--- config.mk ---
export PLATFORM = sky130hd
export DESIGN_NAME = counter_sequencer_flat
export DESIGN_NICKNAME = d
export VERILOG_FILES = /design/src/rtl/counter_sequencer_pkg.sv /design/src/rtl/counter_sequencer_if.sv /design/src/rtl/counter_sequencer_cmd_fifo.sv /design/src/rtl/counter_sequencer.sv /design/src/flat_wrapper.sv
export SDC_FILE = /design/constraint.sdc
export NUM_CORES = 1
export LEC_CHECK = 0
export BUFFER_PORTS_ARGS = -buffer_cell sky130_fd_sc_hd__buf_2
export CAP_MARGIN = 0
export CORE_ASPECT_RATIO = 1.1
export CORE_MARGIN = 5
export CORE_UTILIZATION = 40
export DETAILED_ROUTE_END_ITERATION = 8
export PLACE_DENSITY_LB_ADDON = 0.3
export REMOVE_ABC_BUFFERS = 1
export SLEW_MARGIN = 20
export SYNTH_ARGS = -nofsm -noshare
export SYNTH_HDL_FRONTEND = slang
export SYNTH_SLANG_ARGS = --single-unit
--- constraint.sdc ---
create_clock -name i_clk -period 7.4 [get_ports i_clk]
set_clock_uncertainty 0.05 [all_clocks]
set_input_delay 2.22 -clock i_clk [delete_from_list [all_inputs] [get_ports i_clk]]
set_output_delay 2.22 -clock i_clk [all_outputs]
set_load 0.005 [all_outputs]
--- src/rtl/counter_sequencer_pkg.sv ---
// counter_sequencer_pkg
//   Shared encodings for the counter sequencer: counter mode codes, FSM state
//   codes, and the field widths of a queued command record {mode, data, len}.
package counter_sequencer_pkg;

  localparam int MODE_W = 2;
  localparam int DATA_W = 4;

  // Counter mode codes driven on cnt_mode
  localparam logic [MODE_W-1:0] MODE_UP   = 2'b00;
  localparam logic [MODE_W-1:0] MODE_DOWN = 2'b01;
  localparam logic [MODE_W-1:0] MODE_UP3  = 2'b10;
  localparam logic [MODE_W-1:0] MODE_LOAD = 2'b11;

  // Sequencer FSM states
  localparam logic [1:0] ST_IDLE  = 2'd0;
  localparam logic [1:0] ST_RUN   = 2'd1;
  localparam logic [1:0] ST_DRAIN = 2'd2;
  localparam logic [1:0] ST_DONE  = 2'd3;

  // Width of one packed command record {mode, data, len}
  function automatic int rec_width(input int len_w);
    return MODE_W + DATA_W + len_w;
  endfunction

endpackage

--- src/rtl/counter_sequencer_if.sv ---
// counter_sequencer_if
//   Command channel of the sequencer (valid/ready handshake).
//   cmd_valid  : command offered by the producer
//   cmd_ready  : sequencer can accept a command this cycle
//   cmd_mode   : counter mode for the command
//   cmd_data   : load value (mode LOAD only)
//   cmd_len    : number of counter steps to run
interface counter_sequencer_if
  import counter_sequencer_pkg::*;
#(
  parameter int LEN_W = 8
);
  logic              cmd_valid;
  logic              cmd_ready;
  logic [MODE_W-1:0] cmd_mode;
  logic [DATA_W-1:0] cmd_data;
  logic [LEN_W-1:0]  cmd_len;

  modport master (output cmd_valid, cmd_mode, cmd_data, cmd_len, input cmd_ready);
  modport slave  (input cmd_valid, cmd_mode, cmd_data, cmd_len, output cmd_ready);
endinterface

--- src/rtl/counter_sequencer_cmd_fifo.sv ---
// counter_sequencer_cmd_fifo
//   Synchronous command FIFO with synchronous flush.
//   i_clk, i_reset : clock, synchronous active-high reset
//   i_flush        : empty the FIFO at the next edge (push ignored)
//   i_push/i_wdata : write request and data (ignored when full)
//   i_pop          : read request (ignored when empty)
//   o_rdata        : head entry
//   o_full/o_empty : occupancy flags
module counter_sequencer_cmd_fifo #(
  parameter int DEPTH = 4,
  parameter int WIDTH = 14
) (
  input  logic             i_clk,
  input  logic             i_reset,
  input  logic             i_flush,
  input  logic             i_push,
  input  logic [WIDTH-1:0] i_wdata,
  input  logic             i_pop,
  output logic [WIDTH-1:0] o_rdata,
  output logic             o_full,
  output logic             o_empty
);
  localparam int AW = $clog2(DEPTH);

  logic [WIDTH-1:0] r_mem [DEPTH];
  logic [AW:0]      r_wptr;
  logic [AW:0]      r_rptr;
  logic             w_wr;
  logic             w_rd;

  // Pointers carry one extra wrap bit to tell full from empty
  assign o_empty = (r_wptr == r_rptr);
  assign o_full  = (r_wptr[AW] != r_rptr[AW]) && (r_wptr[AW-1:0] == r_rptr[AW-1:0]);
  assign o_rdata = r_mem[r_rptr[AW-1:0]];
  assign w_wr    = i_push && !o_full && !i_flush;
  assign w_rd    = i_pop && !o_empty && !i_flush;

  always_ff @(posedge i_clk) begin
    if (i_reset || i_flush) begin
      r_wptr <= '0;
      r_rptr <= '0;
    end else begin
      if (w_wr) r_wptr <= r_wptr + 1'b1;
      if (w_rd) r_rptr <= r_rptr + 1'b1;
    end
  end

  always_ff @(posedge i_clk) begin
    if (w_wr) r_mem[r_wptr[AW-1:0]] <= i_wdata;
  end

endmodule

--- src/rtl/counter_sequencer.sv ---
// counter_sequencer
//   Queues counter commands and drives the 4-bit multi-mode counter for
//   exactly the requested number of clocks, freezing it in between.
//   i_clk, i_reset          : clock, synchronous active-high reset
//   cmd_if (slave)          : command channel {mode, data, len}
//   i_abort                 : flush queue, cancel run, zero counter
//   o_cnt_enable/mode/D/reset : counter controls
//   i_cnt_rco/load/Q        : counter status
//   o_busy, o_done          : activity flag, per-command completion pulse
//   o_rco_count, o_last_q   : results of the last completed command
//   o_err                   : sticky unconfirmed-load flag
module counter_sequencer
  import counter_sequencer_pkg::*;
#(
  parameter int CMD_DEPTH = 4,
  parameter int LEN_W     = 8
) (
  input  logic              i_clk,
  input  logic              i_reset,
  counter_sequencer_if.slave cmd_if,
  input  logic              i_abort,
  output logic              o_cnt_enable,
  output logic [MODE_W-1:0] o_cnt_mode,
  output logic [DATA_W-1:0] o_cnt_D,
  output logic              o_cnt_reset,
  input  logic              i_cnt_rco,
  input  logic              i_cnt_load,
  input  logic [DATA_W-1:0] i_cnt_Q,
  output logic              o_busy,
  output logic              o_done,
  output logic [LEN_W-1:0]  o_rco_count,
  output logic [DATA_W-1:0] o_last_q,
  output logic              o_err
);
  localparam int REC_W = rec_width(LEN_W);

  logic              w_full;
  logic              w_empty;
  logic              w_ready;
  logic              w_push;
  logic              w_pop;
  logic              w_run;
  logic [REC_W-1:0]  w_wdata;
  logic [REC_W-1:0]  w_head;
  logic [MODE_W-1:0] w_head_mode;
  logic [DATA_W-1:0] w_head_data;
  logic [LEN_W-1:0]  w_head_len;
  logic [LEN_W-1:0]  w_head_len_eff;

  logic [1:0]        r_state;
  logic [MODE_W-1:0] r_mode;
  logic [DATA_W-1:0] r_data;
  logic [LEN_W-1:0]  r_len;
  logic [LEN_W-1:0]  r_step;
  logic [LEN_W-1:0]  r_acc;
  logic              r_prev_run;
  logic [LEN_W-1:0]  r_rco_count;
  logic [DATA_W-1:0] r_last_q;
  logic              r_err;

  function automatic logic [LEN_W-1:0] sat_inc(input logic [LEN_W-1:0] v);
    return (&v) ? v : v + LEN_W'(1);
  endfunction

  assign w_ready = !w_full && !i_abort;
  assign w_push  = cmd_if.cmd_valid && w_ready;
  assign w_pop   = (r_state == ST_IDLE) && !w_empty && !i_abort;
  assign w_wdata = {cmd_if.cmd_mode, cmd_if.cmd_data, cmd_if.cmd_len};

  assign cmd_if.cmd_ready = w_ready;

  counter_sequencer_cmd_fifo #(
    .DEPTH (CMD_DEPTH),
    .WIDTH (REC_W)
  ) u_cmd_fifo (
    .i_clk   (i_clk),
    .i_reset (i_reset),
    .i_flush (i_abort),
    .i_push  (w_push),
    .i_wdata (w_wdata),
    .i_pop   (w_pop),
    .o_rdata (w_head),
    .o_full  (w_full),
    .o_empty (w_empty)
  );

  assign w_head_mode = w_head[REC_W-1 -: MODE_W];
  assign w_head_data = w_head[LEN_W +: DATA_W];
  assign w_head_len  = w_head[LEN_W-1:0];
  // A load is a single step; a zero length still runs one step
  assign w_head_len_eff = (w_head_mode == MODE_LOAD || w_head_len == '0) ? LEN_W'(1) : w_head_len;

  // Outside RUN the counter reloads its own Q, which freezes it
  assign w_run        = (r_state == ST_RUN) && !i_reset && !i_abort;
  assign o_cnt_enable = w_run;
  assign o_cnt_mode   = w_run ? r_mode : MODE_LOAD;
  assign o_cnt_D      = w_run ? r_data : i_cnt_Q;
  assign o_cnt_reset  = i_reset | i_abort;
  assign o_busy       = !i_reset && ((r_state != ST_IDLE) || !w_empty);
  assign o_done       = !i_reset && !i_abort && (r_state == ST_DONE);
  assign o_rco_count  = r_rco_count;
  assign o_last_q     = r_last_q;
  assign o_err        = r_err;

  always_ff @(posedge i_clk) begin
    if (i_reset) begin
      r_state     <= ST_IDLE;
      r_mode      <= '0;
      r_data      <= '0;
      r_len       <= '0;
      r_step      <= '0;
      r_acc       <= '0;
      r_prev_run  <= 1'b0;
      r_rco_count <= '0;
      r_last_q    <= '0;
      r_err       <= 1'b0;
    end else if (i_abort) begin
      r_state    <= ST_IDLE;
      r_mode     <= '0;
      r_data     <= '0;
      r_len      <= '0;
      r_step     <= '0;
      r_acc      <= '0;
      r_prev_run <= 1'b0;
    end else begin
      r_prev_run <= (r_state == ST_RUN);
      // Counter outputs lag by one clock, so rco is sampled one cycle after each RUN cycle
      if (r_prev_run && i_cnt_rco) r_acc <= sat_inc(r_acc);
      case (r_state)
        ST_IDLE: begin
          r_step <= '0;
          r_acc  <= '0;
          if (!w_empty) begin
            r_mode  <= w_head_mode;
            r_data  <= w_head_data;
            r_len   <= w_head_len_eff;
            r_state <= ST_RUN;
          end
        end
        ST_RUN: begin
          if (r_step == r_len - LEN_W'(1)) r_state <= ST_DRAIN;
          else                             r_step  <= r_step + LEN_W'(1);
        end
        ST_DRAIN: begin
          r_last_q    <= i_cnt_Q;
          r_rco_count <= i_cnt_rco ? sat_inc(r_acc) : r_acc;
          if (r_mode == MODE_LOAD && (i_cnt_Q != r_data || !i_cnt_load)) r_err <= 1'b1;
          r_state <= ST_DONE;
        end
        default: r_state <= ST_IDLE;
      endcase
    end
  end

endmodule

--- src/flat_wrapper.sv ---
// flat-port wrapper written by rule: the top's interface ports become plain ports
module counter_sequencer_flat import counter_sequencer_pkg::*;
#(
  parameter int CMD_DEPTH = 4,
  parameter int LEN_W     = 8
)
  (i_clk, i_reset, i_abort, o_cnt_enable, o_cnt_mode, o_cnt_D, o_cnt_reset, i_cnt_rco, i_cnt_load, i_cnt_Q, o_busy, o_done, o_rco_count, o_last_q, o_err, cmd_if_cmd_valid, cmd_if_cmd_mode, cmd_if_cmd_data, cmd_if_cmd_len, cmd_if_cmd_ready);
  counter_sequencer_if #(.LEN_W(LEN_W)) cmd_if_i ();
  input  logic i_clk;
  input  logic i_reset;
  input  logic i_abort;
  output logic o_cnt_enable;
  output logic [MODE_W-1:0] o_cnt_mode;
  output logic [DATA_W-1:0] o_cnt_D;
  output logic o_cnt_reset;
  input  logic i_cnt_rco;
  input  logic i_cnt_load;
  input  logic [DATA_W-1:0] i_cnt_Q;
  output logic o_busy;
  output logic o_done;
  output logic [LEN_W-1:0] o_rco_count;
  output logic [DATA_W-1:0] o_last_q;
  output logic o_err;
  input wire logic [$bits(cmd_if_i.cmd_valid)-1:0] cmd_if_cmd_valid;
  input wire logic [$bits(cmd_if_i.cmd_mode)-1:0] cmd_if_cmd_mode;
  input wire logic [$bits(cmd_if_i.cmd_data)-1:0] cmd_if_cmd_data;
  input wire logic [$bits(cmd_if_i.cmd_len)-1:0] cmd_if_cmd_len;
  output wire logic [$bits(cmd_if_i.cmd_ready)-1:0] cmd_if_cmd_ready;
  assign cmd_if_i.cmd_valid = cmd_if_cmd_valid;
  assign cmd_if_i.cmd_mode = cmd_if_cmd_mode;
  assign cmd_if_i.cmd_data = cmd_if_cmd_data;
  assign cmd_if_i.cmd_len = cmd_if_cmd_len;
  assign cmd_if_cmd_ready = cmd_if_i.cmd_ready;
  counter_sequencer #(.CMD_DEPTH(CMD_DEPTH), .LEN_W(LEN_W)) u_core (.i_clk(i_clk), .i_reset(i_reset), .cmd_if(cmd_if_i), .i_abort(i_abort), .o_cnt_enable(o_cnt_enable), .o_cnt_mode(o_cnt_mode), .o_cnt_D(o_cnt_D), .o_cnt_reset(o_cnt_reset), .i_cnt_rco(i_cnt_rco), .i_cnt_load(i_cnt_load), .i_cnt_Q(i_cnt_Q), .o_busy(o_busy), .o_done(o_done), .o_rco_count(o_rco_count), .o_last_q(o_last_q), .o_err(o_err));
endmodule
Yosys cells after proc, flatten, opt, wreduce, memory -nomap -nowiden:

Memory sizes are Yosys's and may differ from the RTL's. A register that Yosys moved wholly into a read port is not among the register bits.
Index checks and enable logic that the tools add are counted.

* mux-type cells: 14
* $add $sub $neg: 5
* equality and inequality tests: 13
* bitwise operators: 3
* reduce and logical (&&, ||, !) cells: 37

Operators by type and width (number)
* 8-bit 2-to-1 mux: 4
* 8-bit by 1-bit adder with 8-bit output (second input constant): 2
* 1-bit logical AND: 16
* 8-bit case mux with 2 select lines: 1
* 2-bit 2-to-1 mux: 5
* 2-bit == test (second input constant): 4
* 8-bit == test: 1
* 8-bit logical NOT: 1
* 2-bit AND reduction: 4
* 8-bit AND reduction: 1
* 8-bit by 1-bit subtractor with 8-bit output (second input constant): 1
* 3-bit by 1-bit adder with 3-bit output (second input constant): 2
* 2-bit inequality test (second input constant): 3
* 2-bit case mux with 3 select lines: 1
* 1-bit logical NOT: 5
* 1-bit logical OR: 4
* 4-bit 2-to-1 mux: 1
* 4-bit inequality test: 1
* 2-bit nonzero test: 2
* 3-bit == test: 1
* 3-bit AND reduction: 1
* 3-bit OR reduction: 1
* 2-bit by 1-bit == test with 1-bit output (second input constant): 1
* 2-bit == test: 1
* 6 further kinds: 8

* input port bits: 24
* bits in writable memories: 56
* memories: 1
* register bits: 52

Memories
* u_core.u_cmd_fifo.r_mem: depth 4, bits a word 14, rd ports 1, clocked after Yosys merged registers in 1, write ports 1, line counter_sequencer_cmd_fifo.sv:25 `logic [WIDTH-1:0] r_mem [DEPTH];`

Depth between registers and ports, before layout:

* depth in word-level cells: 9
* gate-level depth with buffers: 9
* depth with buffers taken out: 8

Hierarchy:

From an unflattened synthesis, not the netlist that was laid out.

* cells, all modules: 441
* area, all modules: 5076.1 µm²

Modules (own cells, without submodules)
* counter_sequencer_cmd_fifo: cells an instance 143, sequential area each 1841.8 µm², instances 1, area an instance 2603.7 µm²
* counter_sequencer: cells an instance 298, sequential area each 920.9 µm², instances 1, area an instance 2472.4 µm²

Worst setup path before layout:

No wires, ideal clock.

* kind: in2out
* start point: input port i_abort
* end point: output port o_cnt_D[0]
* data arrival time: 3.284 ns
* stages: 4
* setup slack: 1.846 ns
* required time: 5.130 ns
* cell sequence: or2_2 > clkbuf_1 > nor2_1 > mux2_2

* cells in the longest elaborated chain, start to end: 3

RTL lines
* start, declared: line flat_wrapper.sv:11 `input logic i_abort;`
* 1-bit logical NOT: line counter_sequencer.sv:94 `assign w_run = (r_state == ST_RUN) && !i_reset && !i_abort;`
* 1-bit logical AND: line counter_sequencer.sv:94
* net o_cnt_enable: line flat_wrapper.sv:12 `output logic o_cnt_enable;`
* 4-bit 2-to-1 mux: line counter_sequencer.sv:97 `assign o_cnt_D = w_run ? r_data : i_cnt_Q;`
* end, declared: line flat_wrapper.sv:14 `output logic [DATA_W-1:0] o_cnt_D;`

The timed path passes the listed nets, and every way through them passes these cells.

Worst setup path in the final report:

* start point: input port i_reset
* end point: output port o_cnt_D[2]

* cells in the longest elaborated chain, start to end: 4

RTL lines
* start, declared: line flat_wrapper.sv:10 `input logic i_reset;`
* 1-bit logical NOT: line counter_sequencer.sv:94
* 1-bit logical AND (2 in series): line counter_sequencer.sv:94
* 4-bit 2-to-1 mux: line counter_sequencer.sv:97

Every way passes these cells.

==> qor.yml <==
sta:
  min_period_ps: 5832
  hold_viol_final: 0
  report.final.slew_viol_count: 0
  rsz0062_at_grt: "no"
  slew_headroom: 0.2969
  finalSetupTns_ps: 0
  setup_violations: 0
  fmax_mhz: 171.5
  fin_crit_sh: 0.7881
  tightest_slew_ps: 1053
floorplan:
  coreArea_mm2: 0.01198
  die_h_um: 125.5
  initial_core_util: 0.4052
  rows: 42
  die_w_um: 115.0
  dieArea_mm2: 0.01444
  ios: 48
clocking:
  cts_setup_buffers: 0
  cts-root-buf: "clkbuf_16"
  cts_tree: "built"
  cts_hold_buf: 0
  cts_max_path_buffers: 2
  post_cts_resized: 0
  htreeDepth: 3
  cts_buffers: 9
  cts_sinks: 110
  worstSkewPairLatency_ps: 350
  clk_pin_slew_ps: 80
detailed_routing:
  routed_wl_mm: 9.311
  drt-pass1-iter-count: 4
  detail-route-antenna-nets: 0
  vias_per_cell: 5.304
  wire_per_inst_um: 15.39
  drc: 0
  drt-initial-drc-count: 133
  vias: 3209
pwr:
  internal_power_uw: 918.6
  p_switching_uw: 283.9
  p_leak_nw: 1.970
  ir_drop_uv: 199.0
  p_seq_frac: 0.542
  switching_share: 0.2361
  p_comb_frac: 0.053
  p_per_area_mw_per_mm2: 217.9
  power.share.clock: 0.405
logic_synthesis:
  ys.flop_type: "edfxtp_1"
  postSynth.asyncResetShare: 0
  syn_area_mm2: 0.004855
  avgSynthCellArea_um2: 11.90
  ys_seq_area_frac: 0.5691
  synth-edff-count: 56
  yosysTopAreaCell: "edfxtp_1"
  synthTopCellsByArea: "edfxtp_1 35%, dfxtp_1 22%, mux4_2 6.5%"
  synth.distinct_cells: 52
  yosysWarnings: 0
  yosysTopAreaCellShare: 0.3464
  ys_ff_latch: 110
  syn_inst: 408
setup_path:
  reg2regPathDepth: 5
  crit_arrival_ps: 3560
  crit_fanout: 16
  worstPathRequired_ps: 5130
  crit_path_end_kind: "output pin"
  rrSetupSlack_ps: 5000
  reg2reg_to: "u_core.r_len[3]"
  crit_start: "i_reset"
  path_class: "input port to output pin"
  start_kind: "input port"
status:
  status: "finished clean"
global_route:
  grt_max_degree: 33
  grt_first_pass_wirelength_mm: 15.53
  track_usage: 0.1333
  overflow: 0
  antenna_found_initial: 0
  grt_pass1_vias: 3230
worst_hold_path:
  worstHoldStart: "u_core.o_last_q[2]"
  min_to: "u_core.o_last_q[2]"
  min_path_cells: 2
  hp-class: "flop to flop"
cells_and_area:
  finish.instance_area_mm2: 0.005519
  drive_above_1_share: 0.1951
  syn_to_final_growth_pct: 13.69
  antennaDiodeCount: 0
  final_common_cell: "edfxtp_1"
  nets: 483
  most-common-layout-cells: "56 x edfxtp_1, 53 x dfxtp_1, 47 x buf_2"
job:
  cap_violations: 0
placement:
  placed_area_mm2: 0.005201
  io_buffer_count: 47
  dpl.hpwl_mm: 6.589
  globalplace.congestion: 0.7829
## power by group through the flow
stage / Clock (mW) / Combinational [mW] / Sequential [mW]
final: 0.487 / 0.0635 / 0.652
after global routing: 0.526 / 0.0702 / 0.654
after CTS: 0.500 / 0.0642 / 0.653
after detailed placement: 0 / 0.0638 / 0.667
after global placement: 0 / 0.0618 / 0.666
after floorplan: 0 / 0.0389 / 0.665
## sequential cells by signal, indices dropped and copies added, names as in the netlist, named ones only
register and flops:
u_core.r_data 4, u_core.r_step 8, u_core.o_err 1, u_core.u_cmd_fifo.r_mem 56
u_core.u_cmd_fifo.r_rptr 3, u_core.u_cmd_fifo.r_wptr 3, u_core.o_rco_count 8, u_core.r_state 2
u_core.r_mode 2, u_core.r_prev_run 1, u_core.r_acc 8, u_core.o_last_q 4
u_core.r_len 8
## routing by layer
layer	up-vias	wire length, um	GRT usage
met1	1561	4120	0.1628
met2	48	4677	0.2262
met3	11	365	0.03577
li1	1589	-	-
met5	-	0	0
met4	0	148	0.04489
## cell type report
class                      instances  area, um^2
clock buffer                       9       225.2
clock inverter                     7       91.34
fill                            1125        6462
inverter                          12       45.04
multi-input combinational        265        1958
sequential                       110        2764
tap                              154       192.7
timing repair buffer              48       242.7
## metrics by stage
stage	utilization	hold WS (ps)	worst slack, ps	total power, mW	std cells
2_1_floorplan	-	392.2	1724	0.7040	387
3_3_place_gp	0.4341	392.0	1638	0.7282	589
3_5_place_dp	0.4341	397.4	1575	0.7306	589
4_1_cts	0.4605	409.8	1565	1.216	605
5_1_grt	0.4606	440.9	1510	1.250	605
6_report	0.4606	408.2	1568	1.203	605
## cell usage after synthesis (4+ instances only)
| cell | number |
|---|---|
| and3_1 | 8 |
| inv_1 | 11 |
| a31oi_1 | 5 |
| mux2_2 | 4 |
| o211ai_1 | 4 |
| or3_1 | 7 |
| and2_1 | 5 |
| clkbuf_1 | 15 |
| o21ai_0 | 5 |
| edfxtp_1 | 56 |
| mux4_2 | 14 |
| nand4_1 | 5 |
| a21oi_1 | 20 |
| nand3_1 | 7 |
| dfxtp_1 | 54 |
| nor3_1 | 5 |
| or4_1 | 4 |
| mux2i_1 | 11 |
| a22oi_1 | 7 |
| nor2b_1 | 4 |
| nand2_1 | 28 |
| nor2_1 | 45 |
| a211oi_1 | 4 |
| xor2_1 | 12 |
| ha_1 | 13 |
| xnor2_1 | 14 |
## critical path, stage by stage
cell and delay (ps):
buf_2 200, or2_2 310, nor2_1 310, mux2_2 380, buf_2 130
## worst max path at each step
stage / to / slack [ps] / depth (start not counted)
4_1_cts: o_cnt_D[2] / 1560 / 5
6_report: o_cnt_D[2] / 1570 / 5
3_5_place_dp: o_cnt_D[2] / 1570 / 5
2_1_floorplan: o_cnt_D[0] / 1720 / 3
3_3_place_gp: o_cnt_D[1] / 1640 / 5
5_1_grt: o_cnt_D[2] / 1510 / 5
## cell families after synthesis
kind of cell | count (synthesis) | share of synthesized area
and+or+nand+nor | 133 | 0.1348
muxes | 29 | 0.09691
AOI/OAI and AO/OA | 64 | 0.09124
xor gates and xnor gates | 26 | 0.04691
adders and majority gates | 13 | 0.03351
buffers and inverters | 33 | 0.02758
DFF | 110 | 0.5691
(Power assumes the default switching activity.)
